File: src/rtl/id_ex_stage_pkg.sv
// Shared encodings for the ID/EX pipeline register: ALU control codes, opcode/funct
// constants, control word layout and the bubble control word.
package id_ex_stage_pkg;

   typedef enum logic [2:0] {
      ALU_ADD = 3'd0,
      ALU_SUB = 3'd1,
      ALU_AND = 3'd2,
      ALU_OR  = 3'd3,
      ALU_SLL = 3'd4,
      ALU_SRL = 3'd5,
      ALU_SLT = 3'd6
   } alu_ctrl_e;

   localparam logic [5:0] OP_RTYPE = 6'h00;
   localparam logic [5:0] OP_ADDI  = 6'h08;
   localparam logic [5:0] OP_LW    = 6'h23;
   localparam logic [5:0] OP_SW    = 6'h2B;
   localparam logic [5:0] OP_BEQ   = 6'h04;
   localparam logic [5:0] OP_ANDI  = 6'h0C;
   localparam logic [5:0] OP_ORI   = 6'h0D;
   localparam logic [5:0] OP_SLTI  = 6'h0A;

   localparam logic [5:0] FN_ADD = 6'h20;
   localparam logic [5:0] FN_SUB = 6'h22;
   localparam logic [5:0] FN_AND = 6'h24;
   localparam logic [5:0] FN_OR  = 6'h25;
   localparam logic [5:0] FN_SLL = 6'h00;
   localparam logic [5:0] FN_SRL = 6'h02;
   localparam logic [5:0] FN_SLT = 6'h2A;

   // EXT_NONE means the second operand is rt_data rather than the immediate.
   typedef enum logic [1:0] {
      EXT_NONE = 2'd0,
      EXT_SIGN = 2'd1,
      EXT_ZERO = 2'd2
   } ext_e;

   typedef struct packed {
      logic reg_write;
      logic mem_read;
      logic mem_write;
      logic mem_to_reg;
      logic branch;
   } ctrl_t;

   localparam ctrl_t CTRL_BUBBLE = '0;

   typedef struct packed {
      alu_ctrl_e alu;
      ctrl_t     ctrl;
      ext_e      ext;
      logic      is_rtype;
      logic      uses_rt;
      logic      illegal;
   } dec_t;

   function automatic logic [31:0] extend_imm(input logic [15:0] imm, input ext_e ext);
      return (ext == EXT_SIGN) ? {{16{imm[15]}}, imm} : {16'h0000, imm};
   endfunction

endpackage

File: src/rtl/id_ex_stage_if.sv
// Decoded-instruction bus into the ID/EX register and the EX-side outputs back out.
// master = instruction source / EX consumer, slave = id_ex_stage.
interface id_ex_stage_if;
   logic        in_valid;
   logic [5:0]  opcode;
   logic [5:0]  funct;
   logic [4:0]  shamt_in;
   logic [4:0]  rs_addr;
   logic [4:0]  rt_addr;
   logic [4:0]  rd_addr;
   logic [31:0] rs_data;
   logic [31:0] rt_data;
   logic [15:0] imm;
   logic        stall;
   logic        flush;

   logic        ex_valid;
   logic [31:0] reg1;
   logic [31:0] reg2;
   logic [2:0]  ALUcontrol;
   logic [4:0]  shamt;
   logic [4:0]  dest_addr;
   logic        reg_write;
   logic        mem_read;
   logic        mem_write;
   logic        mem_to_reg;
   logic        branch;
   logic [31:0] store_data;
   logic        hazard_stall;
   logic [7:0]  illegal_cnt;

   modport master (
      output in_valid, opcode, funct, shamt_in, rs_addr, rt_addr, rd_addr,
             rs_data, rt_data, imm, stall, flush,
      input  ex_valid, reg1, reg2, ALUcontrol, shamt, dest_addr, reg_write,
             mem_read, mem_write, mem_to_reg, branch, store_data,
             hazard_stall, illegal_cnt
   );

   modport slave (
      input  in_valid, opcode, funct, shamt_in, rs_addr, rt_addr, rd_addr,
             rs_data, rt_data, imm, stall, flush,
      output ex_valid, reg1, reg2, ALUcontrol, shamt, dest_addr, reg_write,
             mem_read, mem_write, mem_to_reg, branch, store_data,
             hazard_stall, illegal_cnt
   );
endinterface

File: src/rtl/alu_decode.sv
// Combinational instruction decode: opcode/funct -> ALU control, control bits,
// immediate extension type, operand usage and illegal flag.
module alu_decode
   import id_ex_stage_pkg::*;
(
   input  logic [5:0] opcode,
   input  logic [5:0] funct,
   output dec_t       dec
);

   always_comb begin
      dec          = '0;
      dec.alu      = ALU_ADD;
      dec.ctrl     = CTRL_BUBBLE;
      dec.ext      = EXT_NONE;
      unique case (opcode)
         OP_RTYPE: begin
            dec.is_rtype       = 1'b1;
            dec.uses_rt        = 1'b1;
            dec.ctrl.reg_write = 1'b1;
            unique case (funct)
               FN_ADD:  dec.alu = ALU_ADD;
               FN_SUB:  dec.alu = ALU_SUB;
               FN_AND:  dec.alu = ALU_AND;
               FN_OR:   dec.alu = ALU_OR;
               FN_SLL:  dec.alu = ALU_SLL;
               FN_SRL:  dec.alu = ALU_SRL;
               FN_SLT:  dec.alu = ALU_SLT;
               default: begin
                  dec.illegal = 1'b1;
                  dec.ctrl    = CTRL_BUBBLE;
               end
            endcase
         end
         OP_ADDI: begin
            dec.ext            = EXT_SIGN;
            dec.ctrl.reg_write = 1'b1;
         end
         OP_LW: begin
            dec.ext             = EXT_SIGN;
            dec.ctrl.reg_write  = 1'b1;
            dec.ctrl.mem_read   = 1'b1;
            dec.ctrl.mem_to_reg = 1'b1;
         end
         OP_SW: begin
            dec.ext            = EXT_SIGN;
            dec.uses_rt        = 1'b1;
            dec.ctrl.mem_write = 1'b1;
         end
         OP_BEQ: begin
            // beq compares two registers; its immediate is the branch offset.
            dec.alu         = ALU_SUB;
            dec.uses_rt     = 1'b1;
            dec.ctrl.branch = 1'b1;
         end
         OP_ANDI: begin
            dec.alu            = ALU_AND;
            dec.ext            = EXT_ZERO;
            dec.ctrl.reg_write = 1'b1;
         end
         OP_ORI: begin
            dec.alu            = ALU_OR;
            dec.ext            = EXT_ZERO;
            dec.ctrl.reg_write = 1'b1;
         end
         OP_SLTI: begin
            dec.alu            = ALU_SLT;
            dec.ext            = EXT_SIGN;
            dec.ctrl.reg_write = 1'b1;
         end
         default: dec.illegal = 1'b1;
      endcase
   end

endmodule

File: src/rtl/id_ex_stage.sv
// ID/EX pipeline register with flush/stall priority, saturating illegal-instruction
// counter and optional load-use hazard detection (enabled by ID_EX_HAZARD_DETECT_EN).
module id_ex_stage
   import id_ex_stage_pkg::*;
(
   input  logic          clk,
   input  logic          reset,
   id_ex_stage_if.slave  bus
);

   dec_t dec;

   alu_decode u_alu_decode (
      .opcode (bus.opcode),
      .funct  (bus.funct),
      .dec    (dec)
   );

   logic        ex_valid_q,    ex_valid_d;
   logic [31:0] reg1_q,        reg1_d;
   logic [31:0] reg2_q,        reg2_d;
   logic [2:0]  alu_q,         alu_d;
   logic [4:0]  shamt_q,       shamt_d;
   logic [4:0]  dest_q,        dest_d;
   ctrl_t       ctrl_q,        ctrl_d;
   logic [31:0] store_q,       store_d;
   logic [7:0]  illegal_cnt_q, illegal_cnt_d;
   logic        hazard;

`ifdef ID_EX_HAZARD_DETECT_EN
   // A load in EX whose destination is read by the incoming instruction.
   assign hazard = ex_valid_q && ctrl_q.mem_read && (dest_q != 5'd0) && bus.in_valid &&
                   ((dest_q == bus.rs_addr) || ((dest_q == bus.rt_addr) && dec.uses_rt));
`else
   logic unused_hazard_inputs;
   assign unused_hazard_inputs = ^{bus.rs_addr, bus.rt_addr, dec.uses_rt};
   assign hazard = 1'b0;
`endif

   always_comb begin
      ex_valid_d    = ex_valid_q;
      reg1_d        = reg1_q;
      reg2_d        = reg2_q;
      alu_d         = alu_q;
      shamt_d       = shamt_q;
      dest_d        = dest_q;
      ctrl_d        = ctrl_q;
      store_d       = store_q;
      illegal_cnt_d = illegal_cnt_q;

      if (!bus.flush && bus.stall) begin
         // hold everything
      end else if (bus.flush || hazard || !bus.in_valid || dec.illegal) begin
         ex_valid_d = 1'b0;
         reg1_d     = '0;
         reg2_d     = '0;
         alu_d      = ALU_ADD;
         shamt_d    = '0;
         dest_d     = '0;
         ctrl_d     = CTRL_BUBBLE;
         store_d    = '0;
         // Only a genuinely issued illegal instruction counts; squashed or held ones do not.
         if (!bus.flush && !hazard && bus.in_valid && dec.illegal && illegal_cnt_q != 8'hFF)
            illegal_cnt_d = illegal_cnt_q + 8'd1;
      end else begin
         ex_valid_d = 1'b1;
         reg1_d     = bus.rs_data;
         reg2_d     = (dec.ext == EXT_NONE) ? bus.rt_data : extend_imm(bus.imm, dec.ext);
         alu_d      = dec.alu;
         shamt_d    = dec.is_rtype ? bus.shamt_in : 5'd0;
         dest_d     = dec.is_rtype ? bus.rd_addr : bus.rt_addr;
         ctrl_d     = dec.ctrl;
         store_d    = bus.rt_data;
      end
   end

   always_ff @(posedge clk or posedge reset) begin
      if (reset) begin
         ex_valid_q    <= 1'b0;
         reg1_q        <= '0;
         reg2_q        <= '0;
         alu_q         <= ALU_ADD;
         shamt_q       <= '0;
         dest_q        <= '0;
         ctrl_q        <= CTRL_BUBBLE;
         store_q       <= '0;
         illegal_cnt_q <= '0;
      end else begin
         ex_valid_q    <= ex_valid_d;
         reg1_q        <= reg1_d;
         reg2_q        <= reg2_d;
         alu_q         <= alu_d;
         shamt_q       <= shamt_d;
         dest_q        <= dest_d;
         ctrl_q        <= ctrl_d;
         store_q       <= store_d;
         illegal_cnt_q <= illegal_cnt_d;
      end
   end

   assign bus.ex_valid     = ex_valid_q;
   assign bus.reg1         = reg1_q;
   assign bus.reg2         = reg2_q;
   assign bus.ALUcontrol   = alu_q;
   assign bus.shamt        = shamt_q;
   assign bus.dest_addr    = dest_q;
   assign bus.reg_write    = ctrl_q.reg_write;
   assign bus.mem_read     = ctrl_q.mem_read;
   assign bus.mem_write    = ctrl_q.mem_write;
   assign bus.mem_to_reg   = ctrl_q.mem_to_reg;
   assign bus.branch       = ctrl_q.branch;
   assign bus.store_data   = store_q;
   assign bus.hazard_stall = hazard;
   assign bus.illegal_cnt  = illegal_cnt_q;

endmodule

File: src/flat_wrapper.sv
// flat-port wrapper written by rule: the top's interface ports become plain ports
module id_ex_stage_flat import id_ex_stage_pkg::*;
  (clk, reset, bus_in_valid, bus_opcode, bus_funct, bus_shamt_in, bus_rs_addr, bus_rt_addr, bus_rd_addr, bus_rs_data, bus_rt_data, bus_imm, bus_stall, bus_flush, bus_ex_valid, bus_reg1, bus_reg2, bus_ALUcontrol, bus_shamt, bus_dest_addr, bus_reg_write, bus_mem_read, bus_mem_write, bus_mem_to_reg, bus_branch, bus_store_data, bus_hazard_stall, bus_illegal_cnt);
  id_ex_stage_if bus_i ();
  input  logic clk;
  input  logic reset;
  input wire logic [$bits(bus_i.in_valid)-1:0] bus_in_valid;
  input wire logic [$bits(bus_i.opcode)-1:0] bus_opcode;
  input wire logic [$bits(bus_i.funct)-1:0] bus_funct;
  input wire logic [$bits(bus_i.shamt_in)-1:0] bus_shamt_in;
  input wire logic [$bits(bus_i.rs_addr)-1:0] bus_rs_addr;
  input wire logic [$bits(bus_i.rt_addr)-1:0] bus_rt_addr;
  input wire logic [$bits(bus_i.rd_addr)-1:0] bus_rd_addr;
  input wire logic [$bits(bus_i.rs_data)-1:0] bus_rs_data;
  input wire logic [$bits(bus_i.rt_data)-1:0] bus_rt_data;
  input wire logic [$bits(bus_i.imm)-1:0] bus_imm;
  input wire logic [$bits(bus_i.stall)-1:0] bus_stall;
  input wire logic [$bits(bus_i.flush)-1:0] bus_flush;
  output wire logic [$bits(bus_i.ex_valid)-1:0] bus_ex_valid;
  output wire logic [$bits(bus_i.reg1)-1:0] bus_reg1;
  output wire logic [$bits(bus_i.reg2)-1:0] bus_reg2;
  output wire logic [$bits(bus_i.ALUcontrol)-1:0] bus_ALUcontrol;
  output wire logic [$bits(bus_i.shamt)-1:0] bus_shamt;
  output wire logic [$bits(bus_i.dest_addr)-1:0] bus_dest_addr;
  output wire logic [$bits(bus_i.reg_write)-1:0] bus_reg_write;
  output wire logic [$bits(bus_i.mem_read)-1:0] bus_mem_read;
  output wire logic [$bits(bus_i.mem_write)-1:0] bus_mem_write;
  output wire logic [$bits(bus_i.mem_to_reg)-1:0] bus_mem_to_reg;
  output wire logic [$bits(bus_i.branch)-1:0] bus_branch;
  output wire logic [$bits(bus_i.store_data)-1:0] bus_store_data;
  output wire logic [$bits(bus_i.hazard_stall)-1:0] bus_hazard_stall;
  output wire logic [$bits(bus_i.illegal_cnt)-1:0] bus_illegal_cnt;
  assign bus_i.in_valid = bus_in_valid;
  assign bus_i.opcode = bus_opcode;
  assign bus_i.funct = bus_funct;
  assign bus_i.shamt_in = bus_shamt_in;
  assign bus_i.rs_addr = bus_rs_addr;
  assign bus_i.rt_addr = bus_rt_addr;
  assign bus_i.rd_addr = bus_rd_addr;
  assign bus_i.rs_data = bus_rs_data;
  assign bus_i.rt_data = bus_rt_data;
  assign bus_i.imm = bus_imm;
  assign bus_i.stall = bus_stall;
  assign bus_i.flush = bus_flush;
  assign bus_ex_valid = bus_i.ex_valid;
  assign bus_reg1 = bus_i.reg1;
  assign bus_reg2 = bus_i.reg2;
  assign bus_ALUcontrol = bus_i.ALUcontrol;
  assign bus_shamt = bus_i.shamt;
  assign bus_dest_addr = bus_i.dest_addr;
  assign bus_reg_write = bus_i.reg_write;
  assign bus_mem_read = bus_i.mem_read;
  assign bus_mem_write = bus_i.mem_write;
  assign bus_mem_to_reg = bus_i.mem_to_reg;
  assign bus_branch = bus_i.branch;
  assign bus_store_data = bus_i.store_data;
  assign bus_hazard_stall = bus_i.hazard_stall;
  assign bus_illegal_cnt = bus_i.illegal_cnt;
  id_ex_stage u_core (.clk(clk), .reset(reset), .bus(bus_i));
endmodule
File: config.mk
export PLATFORM = sky130hd
export DESIGN_NAME = id_ex_stage_flat
export DESIGN_NICKNAME = d
export VERILOG_FILES = /design/src/rtl/id_ex_stage_pkg.sv /design/src/rtl/id_ex_stage_if.sv /design/src/rtl/alu_decode.sv /design/src/rtl/id_ex_stage.sv /design/src/flat_wrapper.sv
export SDC_FILE = /design/constraint.sdc
export NUM_CORES = 1
export LEC_CHECK = 0
export ABC_AREA = 1
export CAP_MARGIN = 20
export CORE_ASPECT_RATIO = 1.4
export CORE_MARGIN = 1
export CORE_UTILIZATION = 47
export DETAILED_ROUTE_END_ITERATION = 7
export PLACE_DENSITY_LB_ADDON = 0.05
export SKIP_CTS_REPAIR_TIMING = 1
export SYNTH_ARGS = -nofsm -noshare
export SYNTH_HDL_FRONTEND = slang
export SYNTH_SLANG_ARGS = --single-unit
File: constraint.sdc
create_clock -name clk -period 12.6 [get_ports clk]
set_input_delay 2.52 -clock clk [delete_from_list [all_inputs] [get_ports clk]]
set_output_delay 2.52 -clock clk [all_outputs]
set_load 0.005 [all_outputs]
== Word level (Yosys, flattened, before mapping) ==
Index checks and enable logic that the tools add are counted.
W data, S select, Z words.

* Logic and storage cells: 71
* Output and inout port bits: 124
* Register bits: 123
* Input port bits: 117

* Add/sub/neg operators: 1
* Bitwise logic cells: 1
* Reductions and logical operators: 17
* Mux-type cells: 24
* Eq/ne operators: 15

{| class="wikitable"
|+ Operators by type and width
! cell !! number
|-
| $mux W32 || 5
|-
| $eq A6 B6 Y1 const B || 7
|-
| $mux W5 || 6
|-
| $eq A6 B4 Y1 const B || 4
|-
| $pmux W3 S6 || 1
|-
| $pmux W3 S5 || 1
|-
| $reduce_or A7 Y1 || 2
|-
| $logic_not A6 Y1 || 2
|-
| $pmux W1 S2 || 6
|-
| $add A8 B1 Y8 const B || 1
|-
| $ne A8 B8 Y1 const B || 1
|-
| $eq A6 B2 Y1 const B || 1
|-
| $eq A6 B3 Y1 const B || 1
|-
| $reduce_or A5 Y1 || 1
|-
| $logic_and A1 B1 Y1 || 4
|-
| $pmux W2 S2 || 1
|-
| $reduce_or A4 Y1 || 1
|-
| $mux W1 || 3
|-
| $mux W3 || 1
|-
| $reduce_and A3 Y1 || 1
|-
| $eq A2 B1 Y1 const B || 1
|-
| $logic_not A1 Y1 || 2
|-
| $logic_not A2 Y1 || 1
|-
| $logic_or A1 B1 Y1 || 2
|-
| other kinds (2) || 2
|}

== Logic depth before layout (Yosys ltp) ==
* Depth after elaboration: 7
* Depth in mapped cells: 12
* Depth with buffers taken out: 10

== Hierarchy ==
From an unflattened synthesis, not the netlist that was laid out.

* Cell total of the unflattened synthesis: 698
* Area, all modules: 5,790.6 µm²

{| class="wikitable"
|+ By module, submodules not included
! module !! cells an instance !! seq. area each (µm²) !! area an instance (µm²) !! times used
|-
| id_ex_stage || 623 || 3,078.0 || 5,418.9 || 1
|-
| alu_decode || 75 || 0.0 || 371.6 || 1
|}

== Worst setup path before layout ==
OpenSTA, ideal clock, no wires.

* Path type: input to register
* Start: in bus_opcode[3]
* End: reg u_core.ctrl_q (netlist bit u_core.bus.mem_write)
* Setup slack: 8.854 ns
* Cell stages on the path: 10
* Path buffers: 2
* Library setup time: 0.118 ns
* Arrival time: 3.628 ns
* Data required time: 12.482 ns
* Cell sequence: inv_1 > nor2_1 > nand3_1 > nand2_2 > nor3_4 > nand2_2 > buf_6 > buf_6 > nand3_1 > nand2_1

* Longest elaborated chain between the ends: 5
* Elaborated cells on any way between the ends: 13

{| class="wikitable"
|+ Ends and longest elaborated chain
! element !! RTL line !! source
|-
| start: declaration || flat_wrapper.sv:8 || <nowiki>input wire logic [$bits(bus_i.opcode)-1:0] bus_opcode;</nowiki>
|-
| $eq A6 B4 Y1, or another cell as far along || alu_decode.sv:16 || <nowiki>unique case (opcode)</nowiki>
|-
| $reduce_or A7 Y1 (no line) || n/a ||
|-
| $pmux W1 S2 || alu_decode.sv:16 ||
|-
| $logic_or A1 B1 Y1 || id_ex_stage.sv:53 || <nowiki>end else if (bus.flush || hazard || !bus.in_valid || dec.illegal) begin</nowiki>
|-
| $mux W5 (*) || id_ex_stage.sv:53 ||
|-
| end signal: assignment || id_ex_stage.sv:95 || <nowiki>ctrl_q <= ctrl_d;</nowiki>
|-
| end: declaration || id_ex_stage.sv:25 || <nowiki>ctrl_t ctrl_q, ctrl_d;</nowiki>
|}

Mark *: on every way between the ends. The rest lies on a longest branch, timed or not.
A chain may end at the register's enable or synchronous reset.

== Worst setup path in the final report ==
* Start: in bus_opcode[3]
* End: reg u_core.store_q[14], in the netlist u_core.bus.store_data[14]

* Longest elaborated chain between the ends: 5
* Elaborated cells on any way between the ends: 12

{| class="wikitable"
|+ Ends and longest elaborated chain
! element !! RTL line !! source
|-
| $eq A6 B4 Y1, or another cell as far along || alu_decode.sv:16 ||
|-
| $reduce_or A7 Y1 (no line) || n/a ||
|-
| $pmux W1 S2 (*) || alu_decode.sv:16 ||
|-
| $logic_or A1 B1 Y1 (*) || id_ex_stage.sv:53 ||
|-
| $mux W32 (*) || id_ex_stage.sv:53 ||
|-
| end signal: assignment || id_ex_stage.sv:96 || <nowiki>store_q <= store_d;</nowiki>
|-
| end: declaration || id_ex_stage.sv:26 || <nowiki>logic [31:0] store_q, store_d;</nowiki>
|}

Marked as above.

==> metrics.txt <==
number of endpoints with negative hold slack in the final report 0; CP peak stage delay 0.59 ns; latest clock arrival within the worst-skew pair 0.41 ns; crit path max-delay cell type sky130_fd_sc_hd__nor3_4; largest vdd supply drop 0.09068 mV; area of the core 11880 um^2; Antenna Cells 0; grt total ovfl 0; wire length of the first global-routing pass 27680 um; Area Growth Syn to Fin 51.60%; layout net count 1067; category of the worst setup path capture point flip-flop; largest net degree at the start of global routing 115; root buffer selected by CTS sky130_fd_sc_hd__clkbuf_16; Cell variety after synth 27; ratio of final minimum period to clock period 0.3934; Top FF cell, synth sky130_fd_sc_hd__dfrtp_1; ratio of cells with drive above 1 in the final layout 0.05509; actual transition at the worst max-transition pin 0.8478 ns; starting utilization of the core area 0.4858; worst hold path depth 2; RSZ-0062 raised after global routing no; met2 usage 0.4710; flip-flop and latch count after synthesis 122; TritonCTS clock tree built; Avg Vias per Cell 5.243; DRC violation count after routing 0; storage element area 3053 um^2; via count of the first global-routing pass 5694; adder-cell share of the synthesized area 0.002168; final worst clock skew 0.006342 ns; Min-Delay Path Class reg2reg; static leakage power 4.466 nW; fraction of the core area covered by cells at the end of the flow 0.7365; worst-path cell chain clkdlybuf4s50_1 > inv_1 > nor2_1 > nand3_1 > nand2_2 > nor3_4 > nand2_4 > buf_16 > nand3_1 > nand2_1; yosys synthesis warning count 0; critical path class in2reg; portion of the post-synthesis area used by sequential elements 0.5291; number of clock sinks seen by CTS 122; time the worst path needs with I/O delays and setup 4.956 ns; post-synth net total 856; most common cell in the netlist sky130_fd_sc_hd__nand2_1; top-level port count 241; top area cells in the synthesized netlist sky130_fd_sc_hd__dfrtp_1, sky130_fd_sc_hd__nand2_1, sky130_fd_sc_hd__nand3_1; WL per Instance 16.05 um; total setup violations reported at the end of the flow 0; Global Route met3 Usage 0.08676; number of violations reported at the end of detailed-routing iteration 0 270; mapped cell area 5771 um^2; GR Util met1 0.3313; width of the chip 95.65 um; max_cap viols 0; multi-input combinational cell area 2389 um^2; Std-Cell Rows 47; Final HPWL DP 11560 um; H-tree depth 4; most heavily used metal layer in global routing met2; Buffers on Ports 234; list of most frequent post-synthesis cells sky130_fd_sc_hd__nand2_1, sky130_fd_sc_hd__nand3_1, sky130_fd_sc_hd__dfrtp_1; worst-case reg-to-reg path depth 6; Slew Viols, Final 0; top cell type's share of synthesized area 0.5291; status finished clean; Final GP Congestion 0.8604; critical-path maximum fanout 72; Most Frequent Cell on Critical Path sky130_fd_sc_hd__nand3_1; normalized max-slew margin 0.4342; clock edge transition at the registers on the reported setup and hold paths 0.06 ns; antenna-violating nets left 0; critical path data required time 12.89 ns; share of the synthesized netlist area taken by xor and xnor gates 0.009107; worst endpoint data arrival time 5.25 ns; Synth Instances 738; power density over the cells 116.0 nW/um^2; overall routed net length 17800 um; Synth Area in Compound Gates 0.01626; proportion of synthesized flip-flops having asynchronous set or reset 1.000; hold_ws 0.4742 ns; post-synth top area cell sky130_fd_sc_hd__dfrtp_1; Avg Inst Size Synth 7.819 um^2; dominant combinational cell family by area after synthesis simple AND/OR/NAND/NOR gates; Final TNS setup 0 ns; number of enable flip-flop cells after synthesis 0; number of vias after detailed routing 5815; number of antenna violations at the first check in global routing 0; basic-gate share of the synthesized area counting and, or, nand and nor cells 0.3825; DIE AREA 12730 um^2; cts bufs inserted 17; Achievable Freq 201.8 MHz; Max Buffers Root-to-Sink 2; y dimension of the die 133.1 um; kind of start point of the critical path primary input; filler cell count 949; share of cell area taken by muxes after synthesis 0; Pre-antenna DRT Iters 4; GRT Overall Usage 0.2819
[where the power goes]
part | switching (mW) | internal (mW) | total, mW
Clock | 0.183 | 0.304 | 0.487
Sequential | 0.00908 | 0.400 | 0.409
Combinational | 0.0583 | 0.0610 | 0.119
Total | 0.250 | 0.765 | 1.02
[stage by stage]
| step | std cells | setup WS (ns) | total power, mW | area, um^2 |
|---|---|---|---|---|
| finish | 1109 | 7.644 | 1.015 | 8748 |
| global route | 1109 | 7.445 | 1.052 | 8748 |
| CTS | 1107 | 7.481 | 1.019 | 8693 |
| detailed placement | 1075 | 7.065 | 0.5325 | 8098 |
| global placement | 1075 | 7.129 | 0.5291 | 8098 |
| floorplan | 738 | 6.837 | 0.4674 | 5771 |
[flip-flops by register name, indices dropped and copies added, names as in the netlist]
| name | flops |
|---|---|
| u_core.bus.shamt | 5 |
| u_core.bus.reg2 | 32 |
| u_core.bus.mem_write | 1 |
| u_core.bus.reg_write | 1 |
| u_core.bus.mem_read | 1 |
| u_core.bus.illegal_cnt | 8 |
| u_core.bus.reg1 | 32 |
| u_core.bus.branch | 1 |
| u_core.bus.dest_addr | 5 |
| u_core.bus.ex_valid | 1 |
| u_core.bus.ALUcontrol | 3 |
| u_core.bus.store_data | 32 |
[cells by family (layout without fill, tap and decap cells)]
| group | count (synthesis) | count (layout) |
|---|---|---|
| buffers and inverters | 74 | 298 |
| XOR/XNOR | 6 | 6 |
| flip-flops | 122 | 122 |
| AND/OR/NAND/NOR | 516 | 516 |
| adder cells (fa/ha/maj) | 1 | 1 |
| AO/OA/AOI/OAI | 18 | 18 |
| other | 1 | 1 |
[path summary, 6_finish.rpt]
path | slack (ns) | endpoint | startpoint
max in group asynchronous | 8.67 | u_core.bus.reg2[31] | reset
hold reg to reg | 0.47 | u_core.bus.reg1[27] | u_core.bus.reg1[27]
hold / removal | 0.47 | u_core.bus.reg1[27] | u_core.bus.reg1[27]
setup reg to reg | 10.82 | u_core.bus.illegal_cnt[5] | u_core.bus.illegal_cnt[0]
min in group asynchronous | 2.58 | u_core.bus.reg2[9] | reset
setup / recovery | 7.64 | u_core.bus.store_data[14] | bus_opcode[3]
[routing by layer]
metal / part of all wire / routed length (um)
met2: 0.50 / 8825
met1: 0.39 / 6996
met4: 0.035 / 627
met5: 0 / 0
met3: 0.076 / 1345
[cell usage in the layout, fill, tap and decap left out, drive strengths merged]
master,synthesis,routed
a31oi,1,1
buf,17,6
bufinv,0,2
clkbuf,31,20
clkdlybuf4s50,0,234
clkinv,1,7
clkinvlp,0,1
conb,1,1
dfrtp,122,122
ha,1,1
inv,25,28
nand2,311,311
nand3,131,131
nand3b,1,1
nand4,11,11
nor2,43,43
nor3,18,18
nor3b,1,1
o21a,1,1
o21ai,16,16
xnor2,3,3
xor2,3,3
[area by class of cell]
| type | instances | area share |
|---|---|---|
| Clock buffer | 20 | 0.05220 |
| Multi-Input combinational cell | 542 | 0.2730 |
| Clock inverter | 12 | 0.01588 |
| Timing Repair Buffer | 240 | 0.2775 |
| Inverter | 26 | 0.01144 |
| Tap cell | 147 | 0.02102 |
| Sequential cell | 122 | 0.3490 |
[worst max-delay path: cells and delay by family]
| kind | cells | cell delay [ns] |
|---|---|---|
| AND/OR/NAND/NOR | 7 | 1.76 |
| buffers and inverters | 3 | 0.93 |
No activity file was read; power rests on OpenSTA's default activity.
